==> src/rtl/control_unit_pkg.sv <==
// Shared encodings for the multi-cycle control unit: states, opcode/funct
// constants and the datapath mux/ALU select values.
package control_unit_pkg;

  localparam int unsigned WAIT_W = 3;

  typedef enum logic [3:0] {
    S_FETCH       = 4'd0,
    S_FETCH_WAIT  = 4'd1,
    S_DECODE      = 4'd2,
    S_EXEC_R      = 4'd3,
    S_EXEC_I      = 4'd4,
    S_ALU_WB      = 4'd5,
    S_MEM_ADDR    = 4'd6,
    S_MEM_RD      = 4'd7,
    S_MEM_RD_WAIT = 4'd8,
    S_MEM_WB      = 4'd9,
    S_MEM_WR      = 4'd10,
    S_BRANCH      = 4'd11,
    S_JUMP        = 4'd12
  } state_e;

  localparam logic [5:0] OP_RTYPE = 6'h00;
  localparam logic [5:0] OP_ADDI  = 6'h08;
  localparam logic [5:0] OP_LW    = 6'h23;
  localparam logic [5:0] OP_SW    = 6'h2B;
  localparam logic [5:0] OP_BEQ   = 6'h04;
  localparam logic [5:0] OP_J     = 6'h02;

  localparam logic [5:0] FN_ADD = 6'h20;
  localparam logic [5:0] FN_SUB = 6'h22;
  localparam logic [5:0] FN_AND = 6'h24;

  typedef enum logic [2:0] {ALU_NOP = 3'b000, ALU_ADD = 3'b001, ALU_SUB = 3'b010, ALU_AND = 3'b011} alu_op_e;
  typedef enum logic [1:0] {SRCA_PC = 2'b00, SRCA_REG = 2'b01, SRCA_MDR = 2'b10} src_a_e;
  typedef enum logic [1:0] {SRCB_REG = 2'b00, SRCB_FOUR = 2'b01, SRCB_IMM = 2'b10, SRCB_IMM_SH2 = 2'b11} src_b_e;
  typedef enum logic [1:0] {PCS_ALU = 2'b00, PCS_ALUOUT = 2'b01, PCS_JUMP = 2'b10} pc_src_e;
  typedef enum logic [1:0] {CLS_R, CLS_I, CLS_LW, CLS_SW} instr_class_e;

  typedef struct packed {
    src_a_e  alu_src_a;
    src_b_e  alu_src_b;
    alu_op_e alu_op;
    pc_src_e pc_source;
    logic    pc_write;
    logic    pc_write_cond;
    logic    i_or_d;
    logic    mem_write;
    logic    ir_write;
    logic    reg_write;
    logic    reg_dst;
    logic    mem_to_reg;
  } ctrl_t;

  function automatic alu_op_e funct_to_alu(input logic [5:0] f);
    case (f)
      FN_ADD:  return ALU_ADD;
      FN_SUB:  return ALU_SUB;
      FN_AND:  return ALU_AND;
      default: return ALU_NOP;
    endcase
  endfunction

  function automatic instr_class_e opcode_class(input logic [5:0] op);
    case (op)
      OP_RTYPE: return CLS_R;
      OP_LW:    return CLS_LW;
      OP_SW:    return CLS_SW;
      default:  return CLS_I;
    endcase
  endfunction

  // Moore output table; fetch_ready is the "wait counter at zero" qualifier of FETCH_WAIT.
  function automatic ctrl_t ctrl_for_state(input state_e st, input logic fetch_ready,
                                           input logic is_rtype, input alu_op_e r_op);
    ctrl_t c;
    c = '0;
    case (st)
      S_FETCH: begin
        c.alu_src_b = SRCB_FOUR;
        c.alu_op    = ALU_ADD;
      end
      S_FETCH_WAIT: begin
        c.ir_write = fetch_ready;
        c.pc_write = fetch_ready;
      end
      S_DECODE: begin
        c.alu_src_b = SRCB_IMM_SH2;
        c.alu_op    = ALU_ADD;
      end
      S_EXEC_R: begin
        c.alu_src_a = SRCA_REG;
        c.alu_op    = r_op;
      end
      S_EXEC_I, S_MEM_ADDR: begin
        c.alu_src_a = SRCA_REG;
        c.alu_src_b = SRCB_IMM;
        c.alu_op    = ALU_ADD;
      end
      S_ALU_WB: begin
        c.reg_write = 1'b1;
        c.reg_dst   = is_rtype;
      end
      S_MEM_RD, S_MEM_RD_WAIT: c.i_or_d = 1'b1;
      S_MEM_WB: begin
        c.reg_write  = 1'b1;
        c.mem_to_reg = 1'b1;
      end
      S_MEM_WR: begin
        c.i_or_d    = 1'b1;
        c.mem_write = 1'b1;
      end
      S_BRANCH: begin
        c.alu_src_a     = SRCA_REG;
        c.alu_op        = ALU_SUB;
        c.pc_write_cond = 1'b1;
        c.pc_source     = PCS_ALUOUT;
      end
      S_JUMP: begin
        c.pc_write  = 1'b1;
        c.pc_source = PCS_JUMP;
      end
      default: ;
    endcase
    return c;
  endfunction

endpackage

==> src/rtl/control_unit_mem_wait_counter.sv <==
// Saturating down-counter that paces memory wait states; done_next
// reports whether the value after this edge will be zero.
module mem_wait_counter
  import control_unit_pkg::*;
#(
  parameter int unsigned MEM_LAT = 2
) (
  input  logic clk,
  input  logic reset,
  input  logic load,
  input  logic dec,
  output logic done,
  output logic done_next
);

  localparam logic [WAIT_W-1:0] LOAD_VAL = WAIT_W'(MEM_LAT - 1);

  logic [WAIT_W-1:0] count;
  logic [WAIT_W-1:0] count_nxt;

  always_comb begin
    count_nxt = count;
    if (load)
      count_nxt = LOAD_VAL;
    else if (dec && count != '0)
      count_nxt = count - WAIT_W'(1);
  end

  always_ff @(posedge clk or negedge reset) begin
    if (!reset)
      count <= '0;
    else
      count <= count_nxt;
  end

  assign done      = (count == '0);
  assign done_next = (count_nxt == '0);

endmodule

==> src/rtl/control_unit.sv <==
// Multi-cycle processor control FSM with registered Moore outputs and a
// registered one-cycle illegal-instruction pulse.
module control_unit
  import control_unit_pkg::*;
#(
  parameter int unsigned MEM_LAT = 2
) (
  input  logic       clk,
  input  logic       reset,
  input  logic [5:0] opcode,
  input  logic [5:0] funct,
  input  logic       zero,
  output logic [1:0] ALUSrcA,
  output logic [1:0] ALUSrcB,
  output logic [2:0] ALUOp,
  output logic       PCWrite,
  output logic       PCWriteCond,
  output logic       IorD,
  output logic       MemWrite,
  output logic       IRWrite,
  output logic       RegWrite,
  output logic       RegDst,
  output logic       MemToReg,
  output logic [1:0] PCSource,
  output logic       illegal,
  output logic [3:0] state
);

  state_e       state_q;
  state_e       state_nxt;
  ctrl_t        ctrl_q;
  instr_class_e cls_q;
  alu_op_e      r_op_q;
  alu_op_e      r_op_eff;
  logic         illegal_nxt;
  logic         wait_load;
  logic         wait_dec;
  logic         wait_done;
  logic         wait_done_next;

  // zero qualifies PCWriteCond in the datapath; the sequence never depends on it.
  logic unused_zero;
  assign unused_zero = zero;

  assign wait_load = (state_q == S_FETCH) || (state_q == S_MEM_RD);
  assign wait_dec  = (state_q == S_FETCH_WAIT) || (state_q == S_MEM_RD_WAIT);

  mem_wait_counter #(.MEM_LAT(MEM_LAT)) u_wait (
    .clk       (clk),
    .reset     (reset),
    .load      (wait_load),
    .dec       (wait_dec),
    .done      (wait_done),
    .done_next (wait_done_next)
  );

  // Outputs are registered from the next state, so EXEC_R's ALUOp must come from
  // the live funct on the DECODE edge, before the latched copy is available.
  assign r_op_eff = (state_q == S_DECODE) ? funct_to_alu(funct) : r_op_q;

  always_comb begin
    state_nxt   = state_q;
    illegal_nxt = 1'b0;
    case (state_q)
      S_FETCH:      state_nxt = S_FETCH_WAIT;
      S_FETCH_WAIT: if (wait_done) state_nxt = S_DECODE;
      S_DECODE: begin
        case (opcode)
          OP_RTYPE:     state_nxt = S_EXEC_R;
          OP_ADDI:      state_nxt = S_EXEC_I;
          OP_LW, OP_SW: state_nxt = S_MEM_ADDR;
          OP_BEQ:       state_nxt = S_BRANCH;
          OP_J:         state_nxt = S_JUMP;
          default: begin
            state_nxt   = S_FETCH;
            illegal_nxt = 1'b1;
          end
        endcase
      end
      S_EXEC_R: begin
        if (r_op_q == ALU_NOP) begin
          state_nxt   = S_FETCH;
          illegal_nxt = 1'b1;
        end else begin
          state_nxt = S_ALU_WB;
        end
      end
      S_EXEC_I:      state_nxt = S_ALU_WB;
      S_MEM_ADDR:    state_nxt = (cls_q == CLS_SW) ? S_MEM_WR : S_MEM_RD;
      S_MEM_RD:      state_nxt = S_MEM_RD_WAIT;
      // MEM_RD already spent one memory cycle, so leave as the count reaches zero.
      S_MEM_RD_WAIT: if (wait_done_next) state_nxt = S_MEM_WB;
      default:       state_nxt = S_FETCH;
    endcase
  end

  always_ff @(posedge clk or negedge reset) begin
    if (!reset) begin
      state_q <= S_FETCH;
      ctrl_q  <= ctrl_for_state(S_FETCH, 1'b0, 1'b0, ALU_NOP);
      illegal <= 1'b0;
      cls_q   <= CLS_R;
      r_op_q  <= ALU_NOP;
    end else begin
      state_q <= state_nxt;
      ctrl_q  <= ctrl_for_state(state_nxt, wait_done_next, cls_q == CLS_R, r_op_eff);
      illegal <= illegal_nxt;
      if (state_q == S_DECODE) begin
        cls_q  <= opcode_class(opcode);
        r_op_q <= funct_to_alu(funct);
      end
    end
  end

  assign ALUSrcA     = ctrl_q.alu_src_a;
  assign ALUSrcB     = ctrl_q.alu_src_b;
  assign ALUOp       = ctrl_q.alu_op;
  assign PCSource    = ctrl_q.pc_source;
  assign PCWrite     = ctrl_q.pc_write;
  assign PCWriteCond = ctrl_q.pc_write_cond;
  assign IorD        = ctrl_q.i_or_d;
  assign MemWrite    = ctrl_q.mem_write;
  assign IRWrite     = ctrl_q.ir_write;
  assign RegWrite    = ctrl_q.reg_write;
  assign RegDst      = ctrl_q.reg_dst;
  assign MemToReg    = ctrl_q.mem_to_reg;
  assign state       = state_q;

endmodule

==> config.mk <==
export PLATFORM = sky130hd
export DESIGN_NAME = control_unit
export DESIGN_NICKNAME = d
export VERILOG_FILES = /design/src/rtl/control_unit_pkg.sv /design/src/rtl/control_unit_mem_wait_counter.sv /design/src/rtl/control_unit.sv
export SDC_FILE = /design/constraint.sdc
export NUM_CORES = 1
export LEC_CHECK = 0
export ABC_CLOCK_PERIOD_IN_PS = 3610
export BUFFER_PORTS_ARGS = -buffer_cell sky130_fd_sc_hd__buf_4
export CORE_MARGIN = 3
export CORE_UTILIZATION = 55
export CTS_BUF_LIST = sky130_fd_sc_hd__clkbuf_2 sky130_fd_sc_hd__clkbuf_4 sky130_fd_sc_hd__clkbuf_8
export DETAILED_ROUTE_END_ITERATION = 7
export PLACE_DENSITY = 0.82
export RECOVER_POWER = 50
export SLEW_MARGIN = 20
export SYNTH_ARGS = -nofsm -noshare
export SYNTH_HDL_FRONTEND = slang
export SYNTH_HIERARCHICAL = 1
export SYNTH_SLANG_ARGS = --single-unit
==> constraint.sdc <==
create_clock -name clk -period 3.61 [get_ports clk]
set_input_delay 0.722 -clock clk [delete_from_list [all_inputs] [get_ports clk]]
set_output_delay 0.722 -clock clk [all_outputs]
set_load 0.01 [all_outputs]
Yosys cells after proc, flatten, opt, wreduce, memory -nomap -nowiden. Cells that the tools add are included.

Register bits after elaboration: 30. Input bits: 15.

Multiplexer cells: 26. Equality and inequality tests: 28. Reductions and logical operators: 18. Add/sub/neg operators: 1.

Operators by type and width (number): 4-bit case mux with 8 select lines (1); 6-bit == test (second input constant) (5); 4-bit by 3-bit == test with 1-bit output (second input constant) (7); 4-bit == test (second input constant) (6); 4-bit case mux with 5 select lines (1); 2-bit case mux with 3 select lines (3); 4-bit by 2-bit == test with 1-bit output (second input constant) (4); 3-bit 2-to-1 mux (4); 4-bit 2-to-1 mux (3); 1-bit 2-to-1 mux (10); 3-bit logical NOT (3); 3-bit case mux with 3 select lines (1); 4-bit by 1-bit == test with 1-bit output (second input constant) (2); 4-bit logical NOT (2); 4-bit OR reduction (2); 6-bit by 2-bit == test with 1-bit output (second input constant) (1); 6-bit by 3-bit == test with 1-bit output (second input constant) (1); 6-bit by 4-bit == test with 1-bit output (second input constant) (1); 6-bit logical NOT (1); 2-bit OR reduction (3); 6-bit OR reduction (1); 1-bit case mux with 2 select lines (2); 2-bit case mux with 2 select lines (1); 3-bit nonzero test (1); other kinds (6) (7).

Longest topological paths before layout.
Word-level depth: 11. Gate-level depth with buffers: 12.

Modules after synthesis. The synthesis kept the hierarchy.

Modules (own cells, without submodules): control_unit (cells an instance 125, seq. area each 628.1 um2, area an instance 1290.0 um2, times used 1); mem_wait_counter (cells an instance 21, seq. area each 75.1 um2, area an instance 210.2 um2, times used 1).

Worst setup path after synthesis. Ideal clock, no wire load.

Kind: register to register. Start point: reg state_q[0] (netlist: state[0]). End point: reg ctrl_q (netlist bit IorD). Arrival time: 2.741 ns. Data required time: 3.532 ns. Path buffers: 2. Period minus slack after synthesis: 2.819 ns. Setup time: 0.078 ns. Setup slack: 0.791 ns. Stages on the path, launching flop included: 13. Path through: dfrtp_1 clkbuf_1 clkbuf_1 xnor2_1 nor3_1 nand2_1 mux2_2 a211oi_2 nor2b_1 o21ai_1 o221ai_4 a211o_1 o21ai_1.

Longest elaborated chain between the ends: 11. Elaborated cells between the ends (all ways): 22. Those cells by class: 10 x eq/ne; 6 x mux; 6 x reduce/logical.

RTL lines: from (decl) (RTL line control_unit.sv:29) `state_e state_q;`; from (signal assigned) (RTL line control_unit.sv:105) `state_q <= state_nxt;`; 4-bit by 1-bit == test with 1-bit output or 4-bit == test (tied branches) (RTL line control_unit.sv:46) `assign wait_dec = (state_q == S_FETCH_WAIT) || (state_q == S_MEM_RD_WAIT);`; 1-bit logical OR * (RTL line control_unit.sv:46); named net wait_dec (RTL line control_unit.sv:37) `logic wait_dec;`; 1-bit logical AND * (RTL line control_unit_mem_wait_counter.sv:25) `else if (dec && count != '0)`; 3-bit 2-to-1 mux * (RTL line control_unit_mem_wait_counter.sv:25); 3-bit 2-to-1 mux * (RTL line control_unit_mem_wait_counter.sv:23) `if (load)`; 3-bit logical NOT * (RTL line control_unit_mem_wait_counter.sv:37) `assign done_next = (count_nxt == '0);`; named net wait_done_next (RTL line control_unit.sv:39) `logic wait_done_next;`; 4-bit 2-to-1 mux * (RTL line control_unit.sv:92) `S_MEM_RD_WAIT: if (wait_done_next) state_nxt = S_MEM_WB;`; 4-bit case mux with 8 select lines * (RTL line control_unit.sv:64) `case (state_q)`; named net state_nxt[0] (RTL line control_unit.sv:30) `state_e state_nxt;`; 4-bit == test or 4-bit by 3-bit == test with 1-bit output (tied branches) (RTL line control_unit_pkg.sv:78) `case (st)`; 3-bit OR reduction (no line) *; 1-bit 2-to-1 mux * (RTL line control_unit_pkg.sv:78); to (signal assigned) (RTL line control_unit.sv:100) `ctrl_q <= ctrl_for_state(S_FETCH, 1'b0, 1'b0, ALU_NOP);`; to (signal assigned) (RTL line control_unit.sv:106) `ctrl_q <= ctrl_for_state(state_nxt, wait_done_next, cls_q == CLS_R, r_op_eff);`; to (decl) (RTL line control_unit.sv:31) `ctrl_t ctrl_q;`.

The timed path passes the listed nets; every way through them passes the cells marked *. A chain may end at the register's enable or synchronous reset.

Worst setup path after layout. Ends and elaborated chain as after synthesis.

==> flow_summary.yaml <==
status:
  status: "finished clean"
critical_path:
  cp-startpoint: "state[0]$_DFF_PN0_"
  rr_startpoint: "state[0]$_DFF_PN0_"
  endpoint: "IorD$_DFF_PN0_"
  reg2reg_setup_slack_ps: 600
  crit_fanout: 19
  crit_required_ps: 3860
  crit_slowest_cell: "dfrtp_1"
  crit_path_cell_trace: "xnor2_1 -> nor3_1 -> nand2_1 -> mux2_2 -> a211oi_2 -> nor2b_1 -> o21ai_1 -> o221ai_4 -> a211o_1 -> o21ai_1"
  worst_path_most_repeated_cell: "o21ai_1"
  r2r-end: "IorD$_DFF_PN0_"
  end_kind: "register"
  reg2reg_depth: 10
  start_kind: "register"
  critPathArrivalTime_ps: 3260
  slowest_delay_ps: 760
  criticalPathCategory: "register to register"
route:
  viasPerCell: 6.10
  vias: 1263
  postRouteAntennaNets: 0
  remaining_drc_errors: 0
  drt-initial-drc-count: 59
  wl_mm: 3.27
  wire_per_inst_um: 15.8
  drt_first_pass_iters: 4
sta:
  fmax_ghz: 0.333
  tns_ps: 0
  timing.final.ws_setup_ps: 604
  relSlewSlack: 0.0288
  rsz0062_at_grt: "no"
  fin_worst_skew_ps: 10.3
  setup_viol: 0
  period_share: 0.833
  period_needed_ps: 3010
  drv_slew: 0
  finalHoldViolations: 0
  worst_slew_pin_slew_ps: 1460
worst_hold_path:
  hold_class: "register to register"
yosys:
  async_reset_ff_frac: 1.00
  synth_top_flop_cell: "dfrtp_1"
  synth_warnings: 6
  synth_area_mm2: 0.00150
  synth_edf_count: 0
  yosysSeqAreaShare: 0.469
  yosysMostFrequentCell: "dfrtp_1"
  synth_cell_types: 51
  synth_top_area_cell: "dfrtp_1"
  syn_avg_cell_area_um2: 10.3
  postSynthCellCount: 146
  ys_seq_elements: 28
  synth_top_cell_area_share: 0.434
  synthTopCellsByArea: "dfrtp_1, dfstp_2, a21oi_1, nor2_1, nor4b_1"
  synthTopCellsByCount: "dfrtp_1, nor2_1, a21oi_1, nand2_1"
global_routing:
  antenna_found_initial: 0
  grt-ovfl-total: 0
  grt_pass1_vias: 1168
  grt_usage: 0.207
  grt_max_degree: 29
  grt_pass1_wl_mm: 5.44
power_and_ir_drop:
  p_total_mw: 0.934
  peakVddDrop_v: 0.000398
  leakagePower_nw: 0.802
  power_density_mw_per_mm2: 531
floorplan:
  rows: 18
  start_util: 0.589
  die_x_um: 58.2
  io_pins: 37
  core_area_mm2: 0.00254
  die-area_mm2: 0.00339
  dieHeight_um: 58.2
cells_and_area:
  fin_area_mm2: 0.00176
  multi_input_area_um2: 743
  finalNetCount: 195
  num_antenna_cells: 0
  drive_gt1_frac: 0.226
  synthToLayoutAreaGrowth_pct: 17.1
  regArea_um2: 703
  n_fill_cell: 219
cts:
  clk_pin_slew_ps: 150
  cts_root_buf: "clkbuf_4"
  cts_resized: 0
  tritoncts: "built"
  numCtsBuffers: 3
  ctsHtreeMaxLevel: 1
  holdBufCountCts: 0
  clk_latency_ps: 330
  cts_sinks: 28
  post_cts_buffers: 0
  cts_buffer_depth: 2
placed_design:
  placed_area_mm2: 0.00176
  pre_cts_ws_ps: 653
  post-dp-hpwl_mm: 2.44
  gp_congestion: 0.797
  portBuffers: 34
run:
  max_cap_viol_count: 0
## critical path: cells and delay by family (launching register included)
family / cells / cell delay, ps
compound gates: 5 / 990
simple gates: 3 / 800
flops: 1 / 760
mux: 1 / 270
xor+xnor: 1 / 120
## worst min path at each step
| stage | from | end | cells past startpoint |
|---|---|---|---|
| 2_1_floorplan | reset | ALUOp[1]$_DFF_PN0_ | 0 |
| 3_3_place_gp | r_op_q[1]$_DFF_PN0_ | r_op_q[1]$_DFF_PN0_ | 1 |
| 3_5_place_dp | r_op_q[1]$_DFF_PN0_ | r_op_q[1]$_DFF_PN0_ | 1 |
| 4_1_cts | reset | ALUSrcB[1]$_DFF_PN0_ | 1 |
| 5_1_grt | cls_q[0]$_DFFE_PN0P_ | RegDst$_DFF_PN0_ | 1 |
| 6_report | cls_q[1]$_DFFE_PN0P_ | RegDst$_DFF_PN0_ | 1 |
## metrics by stage
stage                     std cells  utilization  hold slack [ps]
final                           207        0.690              519
after global routing            207        0.690              554
after CTS                       207        0.705              295
after detailed placement        203        0.691              501
after global placement          203        0.691              492
after floorplan                 147            -              426
## cells in the final DEF, fill, tap and decap left out, types with 3 or more instances in the layout
master,n
nor2_1,11
clkbuf_4,3
a31oi_1,3
buf_4,24
and3_1,5
nand3_1,3
inv_1,5
nor2b_1,4
o21bai_1,4
dfrtp_1,26
o21ai_1,3
nor3_1,4
nand2_1,9
nor4b_1,4
clkbuf_1,10
a21oi_1,9
## area by class of cell
type,count,share of cell area
clock buffer,4,0.0207
inverter,5,0.0107
multi-input combinational,106,0.423
sequential,28,0.400
tap,30,0.0214
timing repair buffer,34,0.124
## report_power, final
| group | switching [mW] | leakage (nW) | internal (mW) |
|---|---|---|---|
| clock network | 0.0907 | 0.0210 | 0.0617 |
| registers | 0.0497 | 0.364 | 0.366 |
| logic | 0.199 | 0.416 | 0.166 |
## kinds of logic after synthesis
family | share of synthesized area
xor gates and xnor gates | 0.0175
buffers and inverters | 0.0384
muxes | 0.00751
DFF | 0.469
AOI/OAI and AO/OA | 0.206
adders and majority gates | 0.0167
other | 0.00250
and+or+nand+nor | 0.243
## flip-flops by register name, summed over array words and instances (netlist names)
signal        count
ALUSrcA           1
ALUOp             3
PCWrite           1
illegal           1
IorD              1
RegDst            1
IRWrite           1
MemToReg          1
u_wait/count      3
state             4
PCSource          2
cls_q             2
RegWrite          1
ALUSrcB           2
r_op_q            3
MemWrite          1
## routing by layer
metal | vias up | wire length (µm) | GRT usage
met3 | 6 | 195 | 0.0267
li1 | 601 | - | -
met5 | - | 0 | 0
met4 | 0 | 59 | 0.0728
met1 | 613 | 1390 | 0.268
met2 | 43 | 1620 | 0.355
Note: power is estimated with default switching activity, not from simulation.
